### src/rtl/seq_pattern_tx.sv
// Serial pattern transmitter: loads a word on ready/load and shifts it out MSB-first with a valid qualifier.
// Define SEQ_TX_EXPCNT_EN to build the overlapping "101"/"110" expected-hit counter on exp_cnt.
module seq_pattern_tx #(
  parameter int unsigned WIDTH = 16,
  parameter int unsigned CNT_W = 8
) (
  input  logic             clk,
  input  logic             rst,
  input  logic             load,
  input  logic [WIDTH-1:0] data,
  output logic             ready,
  output logic             out,
  output logic             out_valid,
  output logic             done,
  output logic [CNT_W-1:0] exp_cnt
);

  localparam int unsigned BW = $clog2(WIDTH);

  typedef enum logic [1:0] {
    IDLE,
    SHIFT,
    DONE
  } state_t;

  state_t           state;
  logic [WIDTH-1:0] sreg;
  logic [BW-1:0]    bcnt;

  // out is registered, so sreg holds the bits still waiting behind the one on the line.
  always_ff @(posedge clk or posedge rst) begin
    if (rst) begin
      state     <= IDLE;
      sreg      <= '0;
      bcnt      <= '0;
      ready     <= 1'b1;
      out       <= 1'b0;
      out_valid <= 1'b0;
      done      <= 1'b0;
    end else begin
      case (state)
        IDLE: begin
          done <= 1'b0;
          if (load) begin
            sreg      <= {data[WIDTH-2:0], 1'b0};
            bcnt      <= BW'(WIDTH - 1);
            out       <= data[WIDTH-1];
            out_valid <= 1'b1;
            ready     <= 1'b0;
            state     <= SHIFT;
          end else begin
            out       <= 1'b0;
            out_valid <= 1'b0;
            ready     <= 1'b1;
          end
        end
        SHIFT: begin
          sreg <= {sreg[WIDTH-2:0], 1'b0};
          if (bcnt == '0) begin
            out       <= 1'b0;
            out_valid <= 1'b0;
            done      <= 1'b1;
            state     <= DONE;
          end else begin
            bcnt <= bcnt - 1'b1;
            out  <= sreg[WIDTH-1];
          end
        end
        DONE: begin
          done  <= 1'b0;
          ready <= 1'b1;
          state <= IDLE;
        end
        default: begin
          state     <= IDLE;
          out       <= 1'b0;
          out_valid <= 1'b0;
          done      <= 1'b0;
          ready     <= 1'b1;
        end
      endcase
    end
  end

`ifdef SEQ_TX_EXPCNT_EN
  // Only the two older history bits are stored; the newest bit of the window is out itself.
  logic [1:0]       hist;
  logic [2:0]       window;
  logic [CNT_W-1:0] cnt;

  always_comb begin
    window = {hist, out};
  end

  always_ff @(posedge clk or posedge rst) begin
    if (rst) begin
      hist <= '0;
      cnt  <= '0;
    end else begin
      hist <= window[1:0];
      if ((window == 3'b101 || window == 3'b110) && cnt != '1) begin
        cnt <= cnt + 1'b1;
      end
    end
  end

  assign exp_cnt = cnt;
`else
  assign exp_cnt = '0;
`endif

endmodule

### config.mk
export PLATFORM = sky130hd
export DESIGN_NAME = seq_pattern_tx
export DESIGN_NICKNAME = d
export VERILOG_FILES = /design/src/rtl/seq_pattern_tx.sv
export SDC_FILE = /design/constraint.sdc
export NUM_CORES = 1
export LEC_CHECK = 0
export ABC_AREA = 1
export CAP_MARGIN = 20
export CORE_MARGIN = 2
export CORE_UTILIZATION = 48
export DETAILED_ROUTE_END_ITERATION = 10
export PLACE_DENSITY = 0.78
export REMOVE_ABC_BUFFERS = 1
export SYNTH_ARGS = -nofsm -noshare
export SYNTH_HDL_FRONTEND = slang
export SYNTH_SLANG_ARGS = --single-unit
export TNS_END_PERCENT = 20
### constraint.sdc
create_clock -name clk -period 1.4 [get_ports clk]
set_input_delay 0.14 -clock clk [delete_from_list [all_inputs] [get_ports clk]]
set_output_delay 0.14 -clock clk [all_outputs]
set_load 0.05 [all_outputs]
==> flow_metrics.py <==
metrics = {
    "critical_path": {
        "cp.required_ns": 1.63,
        "critPathMaxStageDelay_ns": 0.41,
        "cpMostUsedCell": "nor2_1",
        "crit_fanout": 7,
        "cp_data_arrival_time_ns": 1.49,
        "cp_top_family": "simple AND/OR/NAND/NOR gates",
        "cp_num_buf_inv": 1,
        "crit_type": "reg -> reg",
        "critPathLaunchType": "flip-flop",
        "cp-end-kind": "flip-flop",
        "slowest_stage": "dfrtp_1",
        "crit_path_cell_trace": "inv_2 > ha_2 > nand3_1 > nand2_2 > nand2_4 > nor2_1 > nor2_1",
    },
    "run_status": {
        "status": "finished, final reports clean",
    },
    "clocking": {
        "clkLatencyLatePin_ns": 0.32,
        "clk_pin_slew_ns": 0.13,
        "post_cts_buffers": 0,
        "post_cts_resized": 0,
        "cts_tree": "yes",
        "holdBufCountCts": 0,
        "cts-htree-levels": 1,
        "cts.path.max_buffers": 2,
        "root_buffer": "clkbuf_4",
        "cts_made_buffers": 3,
        "cts.sinks": 25,
    },
    "pwr": {
        "p_switching_uw": 1480,
        "ir_drop_v": 0.00154,
        "combPwrFrac_pct": 52.0,
        "power_uw": 3390,
        "power.switching_fraction_pct": 43.7,
        "leakagePower_uw": 0.000717,
        "p_per_area_nw_per_um2": 2200,
        "seqPwrFrac_pct": 38.5,
        "p_int_uw": 1910,
        "p_clk_share_pct": 9.5,
    },
    "die": {
        "start_util_pct": 50.4,
        "rows": 18,
        "boundaryPins": 31,
        "core_area_sq_um": 2480,
        "dieArea_sq_um": 3030,
        "die_w_um": 55.0,
        "fp.dieH_um": 55.0,
    },
    "place": {
        "port_buffers": 22,
        "gp_congestion": 0.758,
        "hpwlAfterDp_mm": 1.67,
    },
    "detailed_routing": {
        "ant_nets": 0,
        "vias": 1038,
        "drtIter0Drc": 25,
        "drc": 0,
        "wl_per_cell_um": 11.2,
        "drt_pass1_iterations": 4,
        "wl_mm": 2.29,
        "via_per_inst": 5.06,
    },
    "logic_synthesis": {
        "synth_edf_count": 0,
        "yosys.cell_types.count": 19,
        "netlist_instances": 151,
        "yosys-top-cells-area": "dfrtp_1 48%, nand3_1 8.4%, o21ai_1 7.2%",
        "synth-seq-cells": 25,
        "ys_seq_area_share_pct": 50.2,
        "ys.flop_type": "dfrtp_1",
        "synth_area_sq_um": 1250,
        "yosysWarnings": 0,
        "synth.avg_cell_area_sq_um": 8.27,
        "synth_top_area_cell": "dfrtp_1",
        "async_flop_share_pct": 100,
        "synth_top_area_share_pct": 48.1,
    },
    "layout": {
        "layout.nets": 196,
        "final_cell_mix": "24 x dfrtp_1, 22 x nand2_1, 21 x nand3_1",
        "drive_above_1_share_pct": 12.0,
        "nFillCells": 221,
        "syn2layout_area_growth_pct": 23.5,
        "final_common_cell": "dfrtp_1",
        "diodes": 0,
    },
    "global_route": {
        "grt.total_usage_pct": 18.2,
        "grt_pass1_wl_mm": 3.89,
        "grt.overflow.total": 0,
        "grt_max_degree": 26,
        "grt_pass1_vias": 926,
        "antenna_found_initial": 0,
    },
    "timing": {
        "setup_violations": 0,
        "finalSetupTns_ns": 0,
        "period_share_pct": 89.8,
        "report.final.slew_viol_count": 0,
        "skew_ns": 0.00309,
        "rsz0062_at_grt": "false",
        "hold_violations": 0,
        "max_freq_mhz": 795,
        "period_needed_ns": 1.26,
    },
    "min_path": {
        "min_path_type": "in -> async",
    },
    "flow_run": {
        "maxCapViolCount": 0,
    },
}
==> sequential cells by signal, summed over array words and instances, names as in the netlist <==
| register | count |
|---|---|
| bcnt | 4 |
| done | 1 |
| out | 1 |
| out_valid | 1 |
| ready | 1 |
| sreg | 15 |
| state | 2 |
==> layout make-up <==
| class | count | area [sq um] | share of cell area (%) |
|---|---|---|---|
| clock buffer | 4 | 26.3 | 1.70 |
| multi-input combinational | 105 | 493 | 32.0 |
| timing repair buffer | 28 | 305 | 19.8 |
| tap | 30 | 37.5 | 2.43 |
| sequential | 25 | 627 | 40.6 |
| inverter | 13 | 53.8 | 3.49 |
==> stage by stage <==
step                      cell area [sq um]  setup WS (ns)  hold WS (ns)  std cells  utilization [%]
after floorplan                        1170         0.0672         0.167        143                -
after global placement                 1510          0.135         0.480        201             61.0
after detailed placement               1510          0.122         0.476        201             61.0
after CTS                              1540          0.105         0.163        205             62.1
after global routing                   1540        0.00104         0.198        205             62.3
final                                  1540          0.143         0.147        205             62.3
==> per-layer routing <==
layer  GRT usage (%)  up-vias  part of all wire [%]
met4            3.66        0                     0
met2            32.3       27                    51
met1            21.6      483                    44
met3            5.91        0                   4.9
met5               0        -                     0
li1                -      528                     -
==> power groups by stage <==
stage / logic (uW) / clock network, uW / registers, uW
4_1_cts: 1770 / 328 / 1300
2_1_floorplan: 1000 / 0 / 1440
6_report: 1770 / 323 / 1300
3_3_place_gp: 1700 / 0 / 1310
3_5_place_dp: 1760 / 0 / 1310
5_1_grt: 2010 / 368 / 1340
==> synthesized netlist by cell type, types with 2 or more instances <==
master,number
dfrtp_1,24
nand2_1,22
nand3_1,21
o21ai_1,18
nor2_1,16
o21ai_0,14
inv_1,11
buf_4,10
buf_2,4
nand2_4,2
==> cell families (layout without fill, tap and decap cells) <==
group	after synthesis	after routing	synth area share, %
other	1	8	0.300
buffers and inverters	28	45	12.6
DFF	25	25	50.2
adders and majority gates	1	1	1.00
and+or+nand+nor	63	63	22.6
AOI/OAI and AO/OA	33	33	13.2
==> worst paths after layout <==
kind | from | cells after the start | slack, ns | end
max | bcnt[0] | 7 | 0.14 | bcnt[0]
min | rst | 3 | 0.15 | bcnt[1]
max reg2reg | bcnt[0] | 7 | 0.14 | bcnt[0]
min reg2reg | ready | 2 | 0.49 | ready
max in group asynchronous | rst | 3 | 0.97 | ready
min in group clk | data[15] | 3 | 0.40 | out
==> tightest hold or removal path: stages <==
cell,delay (ns)
clkdlybuf4s50_1,0.39
inv_1,0.05
buf_4,0.30
No activity file was read; power rests on OpenSTA's default activity.
